**src/rtl/alu_seq_pkg.sv**
```systemverilog
// Shared encodings for the ALU issue sequencer: instruction classes, ALU
// op codes, branch conditions, flag bit positions and the FSM state type.
package alu_seq_pkg;

  // Instruction class field [31:29]; any class with bit 2 set is illegal
  localparam logic [2:0] CLS_REG = 3'b000;
  localparam logic [2:0] CLS_IMM = 3'b001;
  localparam logic [2:0] CLS_BR  = 3'b010;
  localparam logic [2:0] CLS_NOP = 3'b011;

  // ALU operation codes, alu_control[2:0]
  localparam logic [2:0] OP_DIFF = 3'b000;
  localparam logic [2:0] OP_ADD  = 3'b001;
  localparam logic [2:0] OP_NEG  = 3'b010;
  localparam logic [2:0] OP_AND  = 3'b011;
  localparam logic [2:0] OP_XOR  = 3'b100;
  localparam logic [2:0] OP_SRL  = 3'b101;
  localparam logic [2:0] OP_SLL  = 3'b110;
  localparam logic [2:0] OP_SRA  = 3'b111;

  // alu_control[3] selects the shamt/immediate as ALU in2
  localparam int CTRL_IMM_BIT = 3;

  // Branches use add so the ALU carry reflects rs+rt
  localparam logic [3:0] CTRL_BR_ADD = {1'b0, OP_ADD};
  localparam logic [3:0] CTRL_NONE   = 4'b0000;

  // Branch condition codes, instruction field [28:26]
  localparam logic [2:0] COND_Z      = 3'b000;
  localparam logic [2:0] COND_NZ     = 3'b001;
  localparam logic [2:0] COND_NEG    = 3'b010;
  localparam logic [2:0] COND_POS    = 3'b011;
  localparam logic [2:0] COND_CY     = 3'b100;
  localparam logic [2:0] COND_NC     = 3'b101;
  localparam logic [2:0] COND_ALWAYS = 3'b110;
  localparam logic [2:0] COND_ILL    = 3'b111;

  // ALU flag bit positions
  localparam int FLAG_CY = 0;
  localparam int FLAG_Z  = 1;
  localparam int FLAG_N  = 2;

  typedef enum logic [1:0] {
    ST_IDLE = 2'b00,
    ST_EXEC = 2'b01,
    ST_FLAG = 2'b10,
    ST_DONE = 2'b11
  } state_t;

  // ALU control word for a given class/op; classes that do not use the ALU get zero
  function automatic logic [3:0] alu_ctrl_f(input logic [2:0] cls, input logic [2:0] op);
    logic [3:0] ctrl;
    ctrl = CTRL_NONE;
    case (cls)
      CLS_REG: ctrl = {1'b0, op};
      CLS_IMM: begin
        ctrl = {1'b0, op};
        ctrl[CTRL_IMM_BIT] = 1'b1;
      end
      CLS_BR:  ctrl = CTRL_BR_ADD;
      default: ctrl = CTRL_NONE;
    endcase
    return ctrl;
  endfunction

  // True for classes that present operands to the ALU
  function automatic logic alu_used_f(input logic [2:0] cls);
    logic used;
    case (cls)
      CLS_REG, CLS_IMM, CLS_BR: used = 1'b1;
      default:                  used = 1'b0;
    endcase
    return used;
  endfunction

endpackage

```
**src/rtl/alu_sequencer_branch_eval.sv**
```systemverilog
// Combinational branch condition evaluation against the captured ALU flags.
module alu_branch_eval
  import alu_seq_pkg::*;
(
  input  logic [2:0] cond,
  input  logic [2:0] flags,
  output logic       taken,
  output logic       cond_illegal
);

  // Decode the condition code into a taken decision or an illegal indication
  always_comb begin
    taken        = 1'b0;
    cond_illegal = 1'b0;
    case (cond)
      COND_Z:      taken = flags[FLAG_Z];
      COND_NZ:     taken = ~flags[FLAG_Z];
      COND_NEG:    taken = flags[FLAG_N];
      COND_POS:    taken = ~flags[FLAG_Z] & ~flags[FLAG_N];
      COND_CY:     taken = flags[FLAG_CY];
      COND_NC:     taken = ~flags[FLAG_CY];
      COND_ALWAYS: taken = 1'b1;
      default: begin
        taken        = 1'b0;
        cond_illegal = 1'b1;
      end
    endcase
  end

endmodule

```
**src/rtl/alu_sequencer.sv**
```systemverilog
// Multi-cycle ALU issue/control unit. One instruction per four cycles:
// IDLE (accept) -> EXEC (operands to ALU) -> FLAG (hold, capture result)
// -> DONE (writeback / branch / illegal strobe). All outputs registered.
module alu_sequencer
  import alu_seq_pkg::*;
#(
  parameter int DATA_W  = 32,
  parameter int REG_AW  = 5,
  parameter int SHAMT_W = 10
) (
  input  logic               clk,
  input  logic               rst_n,
  input  logic               instr_valid,
  output logic               instr_ready,
  input  logic [31:0]        instr,
  output logic [3:0]         alu_control,
  output logic [SHAMT_W-1:0] alu_shamt,
  output logic [REG_AW-1:0]  rs_addr,
  output logic [REG_AW-1:0]  rt_addr,
  input  logic [DATA_W-1:0]  alu_out,
  input  logic [2:0]         alu_flag,
  output logic               wb_en,
  output logic [REG_AW-1:0]  wb_addr,
  output logic [DATA_W-1:0]  wb_data,
  output logic               br_taken,
  output logic [DATA_W-1:0]  br_offset,
  output logic               illegal,
  output logic               busy
);

  state_t            state_r;
  logic [2:0]        cls_r;
  logic [2:0]        op_r;
  logic [REG_AW-1:0] rd_r;
  logic [9:0]        imm_r;

  logic [3:0]        ctrl_s;
  logic              alu_used_s;
  logic              accept_s;
  logic              taken_s;
  logic              cond_illegal_s;
  logic              unused_instr_s;

  // Bit 10 of the instruction word carries no meaning
  assign unused_instr_s = instr[10];

  assign accept_s = instr_valid & instr_ready;

  // Decode the offered instruction so ALU-side outputs are valid throughout EXEC
  always_comb begin
    ctrl_s     = alu_ctrl_f(instr[31:29], instr[28:26]);
    alu_used_s = alu_used_f(instr[31:29]);
  end

  // Branch decision uses the live flags at the end of FLAG, i.e. the carry
  // registered by the ALU at the EXEC->FLAG edge
  alu_branch_eval u_branch_eval (
    .cond         (op_r),
    .flags        (alu_flag),
    .taken        (taken_s),
    .cond_illegal (cond_illegal_s)
  );

  // Sequencer FSM with all outputs registered
  always_ff @(posedge clk or negedge rst_n) begin
    if (!rst_n) begin
      state_r     <= ST_IDLE;
      cls_r       <= 3'b000;
      op_r        <= 3'b000;
      rd_r        <= {REG_AW{1'b0}};
      imm_r       <= 10'd0;
      instr_ready <= 1'b0;
      busy        <= 1'b0;
      alu_control <= 4'b0000;
      alu_shamt   <= {SHAMT_W{1'b0}};
      rs_addr     <= {REG_AW{1'b0}};
      rt_addr     <= {REG_AW{1'b0}};
      wb_en       <= 1'b0;
      wb_addr     <= {REG_AW{1'b0}};
      wb_data     <= {DATA_W{1'b0}};
      br_taken    <= 1'b0;
      br_offset   <= {DATA_W{1'b0}};
      illegal     <= 1'b0;
    end else begin
      case (state_r)
        ST_IDLE: begin
          wb_en    <= 1'b0;
          br_taken <= 1'b0;
          illegal  <= 1'b0;
          if (accept_s) begin
            state_r     <= ST_EXEC;
            cls_r       <= instr[31:29];
            op_r        <= instr[28:26];
            rd_r        <= REG_AW'(instr[15:11]);
            imm_r       <= instr[9:0];
            instr_ready <= 1'b0;
            busy        <= 1'b1;
            alu_control <= ctrl_s;
            if (alu_used_s) begin
              alu_shamt <= SHAMT_W'(instr[9:0]);
              rs_addr   <= REG_AW'(instr[25:21]);
              rt_addr   <= REG_AW'(instr[20:16]);
            end else begin
              alu_shamt <= {SHAMT_W{1'b0}};
              rs_addr   <= {REG_AW{1'b0}};
              rt_addr   <= {REG_AW{1'b0}};
            end
          end else begin
            instr_ready <= 1'b1;
            busy        <= 1'b0;
          end
        end

        ST_EXEC: begin
          state_r <= ST_FLAG;
        end

        ST_FLAG: begin
          state_r     <= ST_DONE;
          alu_control <= 4'b0000;
          alu_shamt   <= {SHAMT_W{1'b0}};
          rs_addr     <= {REG_AW{1'b0}};
          rt_addr     <= {REG_AW{1'b0}};
          wb_data     <= alu_out;
          wb_addr     <= rd_r;
          br_offset   <= {{(DATA_W-10){imm_r[9]}}, imm_r};
          case (cls_r)
            CLS_REG, CLS_IMM: begin
              wb_en    <= (rd_r != {REG_AW{1'b0}});
              br_taken <= 1'b0;
              illegal  <= 1'b0;
            end
            CLS_BR: begin
              wb_en    <= 1'b0;
              br_taken <= taken_s & ~cond_illegal_s;
              illegal  <= cond_illegal_s;
            end
            CLS_NOP: begin
              wb_en    <= 1'b0;
              br_taken <= 1'b0;
              illegal  <= 1'b0;
            end
            default: begin
              wb_en    <= 1'b0;
              br_taken <= 1'b0;
              illegal  <= 1'b1;
            end
          endcase
        end

        ST_DONE: begin
          state_r     <= ST_IDLE;
          wb_en       <= 1'b0;
          br_taken    <= 1'b0;
          illegal     <= 1'b0;
          instr_ready <= 1'b1;
          busy        <= 1'b0;
        end

        default: begin
          state_r     <= ST_IDLE;
          instr_ready <= 1'b0;
          busy        <= 1'b0;
          alu_control <= 4'b0000;
          alu_shamt   <= {SHAMT_W{1'b0}};
          rs_addr     <= {REG_AW{1'b0}};
          rt_addr     <= {REG_AW{1'b0}};
          wb_en       <= 1'b0;
          br_taken    <= 1'b0;
          illegal     <= 1'b0;
        end
      endcase
    end
  end

endmodule
```
**config.mk**
```make
export PLATFORM = sky130hd
export DESIGN_NAME = alu_sequencer
export DESIGN_NICKNAME = d
export VERILOG_FILES = /design/src/rtl/alu_seq_pkg.sv /design/src/rtl/alu_sequencer_branch_eval.sv /design/src/rtl/alu_sequencer.sv
export SDC_FILE = /design/constraint.sdc
export NUM_CORES = 1
export LEC_CHECK = 0
export BUFFER_PORTS_ARGS = -buffer_cell sky130_fd_sc_hd__buf_2
export CAP_MARGIN = 0
export CORE_MARGIN = 5
export CORE_UTILIZATION = 43
export CTS_CLUSTER_SIZE = 12
export DETAILED_ROUTE_END_ITERATION = 12
export MAX_ROUTING_LAYER = met4
export PLACE_DENSITY = 0.78
export SYNTH_ARGS = -nofsm -noshare
export SYNTH_HDL_FRONTEND = slang
export SYNTH_HIERARCHICAL = 1
export SYNTH_SLANG_ARGS = --single-unit
export TNS_END_PERCENT = 1
```
**constraint.sdc**
```tcl
create_clock -name clk -period 1.7 [get_ports clk]
set_input_delay 0.085 -clock clk [delete_from_list [all_inputs] [get_ports clk]]
set_output_delay 0.085 -clock clk [all_outputs]
set_load 0.01 [all_outputs]
```
==> flow_summary.yaml <==
status:
  status: "complete, no violations"
synthesis:
  yosys-top-cells-area: "dfrtp_1 62%, mux2_2 19%, a22o_1 4.6%"
  yosysTopAreaCell: "dfrtp_1"
  synth_enable_flop_cells: 0
  syn_area_sq_mm: 0.00403
  synth_common_cells: "99 x dfrtp_1, 69 x mux2_2, 23 x buf_4"
  synth_cell_types: 33
  synthArstFlopShare: 1.00
  synth.top_cell.area_share: 0.615
  synth_seq_area_share: 0.615
  synth_area_per_cell_sq_um: 14.7
  synth_fp_nets: 347
  ys_seq_elements: 99
  yosysWarnings: 6
  synth.most_common_cell: "dfrtp_1"
  synth_cells: 273
  ys.flop_type: "dfrtp_1"
floorplanning:
  die_x_um: 107
  rows: 35
  ios: 168
  start_util: 0.438
  core_region_area_sq_mm: 0.00920
  die-area_sq_mm: 0.0114
  die_h_um: 107
global_routing:
  grt_pass1_wl_um: 15600
  grt_max_degree: 41
  gr-usage-all-layers: 0.177
  grt_remaining_overflow: 0
  grt_pass1_vias: 3144
  antenna_found_initial: 0
cells_and_area:
  final_cells: 606
  fill_cells: 721
  n_antenna_cell: 0
  nets: 564
  drive_gt1_frac: 0.549
  area_growth_pct: 44.4
worst_setup_path:
  cp-end-kind: "flop"
  critPathLaunchType: "flop"
  arrival_ns: 1.88
  cp_max_fo: 10
  required_ns: 1.95
  path_class: "flop to flop"
route:
  drtIter0Drc: 108
  wl_per_cell_um: 15.9
  routed_wl_um: 9640
  dr.pass1.iters: 4
  via_per_inst: 4.83
  drtAntennaViolNets: 0
  drc_errors: 0
  vias: 2925
timing:
  hold_viol: 0
  min_period_ns: 1.64
  drv_slew: 0
  fmax_mhz: 611
  worstMarginPinSlew_ns: 0.495
  finalClockSkew_ns: 0.0125
  fin_setup_tns_ns: 0
  min_period_over_period: 0.963
  relSlewSlack: 0.670
  finalSetupViolCount: 0
clocking:
  clock-sinks: 99
  clk_pin_slew_ns: 0.10
  cts_buffers: 9
  cts_buffer_depth: 2
  htreeDepth: 3
  cts_tree: "done"
  cts_root_buffer: "clkbuf_8"
  clkLatencyLatePin_ns: 0.35
power:
  leakagePower_nw: 2.89
  p_per_area_mw_per_mm2: 1770
  ir_drop_v: 0.000817
flow_run:
  cap_violations: 0
min_path:
  min_path_type: "primary input to flop"
placed_design:
  gp_congestion: 0.740
  dpl.hpwl_um: 6710
  io_buffer_count: 166
  dp.cells: 526
-- cell families after synthesis --
family / synth area share
fa+ha+maj: 0.0124
mux: 0.200
buf+inv: 0.0659
simple gates: 0.0345
flops: 0.615
compound gates: 0.0712
-- routing by layer --
layer / vias up / global-route usage / wire, um
li1: 1379 / - / -
met1: 1426 / 0.210 / 4040
met2: 106 / 0.308 / 4830
met3: 14 / 0.0325 / 608
met4: 0 / 0.0530 / 162
met5: - / - / 0
-- area by class of cell --
| cell class | instances | area, sq um | area share |
|---|---|---|---|
| Sequential cell | 99 | 2480 | 0.426 |
| Tap cell | 111 | 139 | 0.0239 |
| Inverter | 7 | 26.3 | 0.00452 |
| Clock inverter | 5 | 61.3 | 0.0105 |
| Clock buffer | 11 | 141 | 0.0243 |
| Multi-Input combinational cell | 133 | 1320 | 0.226 |
| Timing Repair Buffer | 240 | 1650 | 0.284 |
-- path summary, 6_finish.rpt --
check / from / endpoint / slack [ns] / cells past startpoint
min reg2reg: wb_en / wb_en / 0.49 / 2
max reg2reg: state_r[0] / rt_addr[3] / 0.06 / 6
min in group asynchronous: rst_n / wb_data[7] / 0.21 / 2
min: instr[29] / alu_control[3] / 0.04 / 3
max in group asynchronous: rst_n / br_offset[2] / 0.93 / 3
max: state_r[0] / rt_addr[3] / 0.06 / 6
-- sequential cells by signal, summed over array words and instances, names as in the netlist, 2 cells and up --
signal / flops
wb_data: 32
alu_shamt: 10
br_offset: 10
imm_r: 10
rd_r: 5
rs_addr: 5
rt_addr: 5
wb_addr: 5
alu_control: 4
cls_r: 3
op_r: 3
state_r: 2
-- cell usage in the layout, fill, tap and decap left out, types with 2 or more instances in the layout --
cell type      netlist  routed
o31ai_1              2       2
nand2_1              9       9
dfrtp_1             99      99
clkbuf_8             0      10
a22o_1              21      21
clkinv_4             0       2
buf_12               0       7
mux2_2              69      69
ha_1                 4       2
dlygate4sd3_1        0      61
o21ai_0              2       2
buf_4               23       5
nor2_1               3       3
nor3_1               2       2
buf_2                8     165
inv_1                7       6
mux2i_1              3       3
-- per-stage QoR --
| stage | hold WS [ns] | utilization | instance area (sq um) | total power, W | setup slack (ns) |
|---|---|---|---|---|---|
| after floorplan | -0.211 | - | 4030 | 0.00702 | 0.00213 |
| final | 0.0377 | 0.632 | 5810 | 0.0103 | 0.0635 |
| after CTS | 0.0210 | 0.624 | 5740 | 0.0103 | 0.0101 |
| after global placement | 0.0493 | 0.536 | 4930 | 0.00842 | 0.107 |
| after global routing | 0.0357 | 0.632 | 5810 | 0.0110 | -0.00108 |
| after detailed placement | 0.0658 | 0.536 | 4930 | 0.00862 | 0.0347 |
-- where the power goes --
part	internal, W	total [W]	leakage [nW]	switching (W)
Sequential	0.00345	0.00409	1.22	0.000640
Combinational	0.00253	0.00468	1.56	0.00215
Clock	0.000730	0.00152	0.104	0.000787
Total	0.00670	0.0103	2.88	0.00358
-- worst max-delay path, cell delays in order, from the launching register on --
cell       delay (ns)
dfrtp_1          0.41
inv_2            0.11
ha_2             0.40
a2111oi_4        0.05
buf_4            0.17
clkbuf_16        0.16
a22o_1           0.23
-- repair_timing --
item	in CTS	in global routing
gates resized for setup	0	6
endpoints found under the setup margin	0	38
hold buffers	61	0
endpoints found under the hold margin	102	0
setup buffers	0	2
No activity file was read; power rests on OpenSTA's default activity.
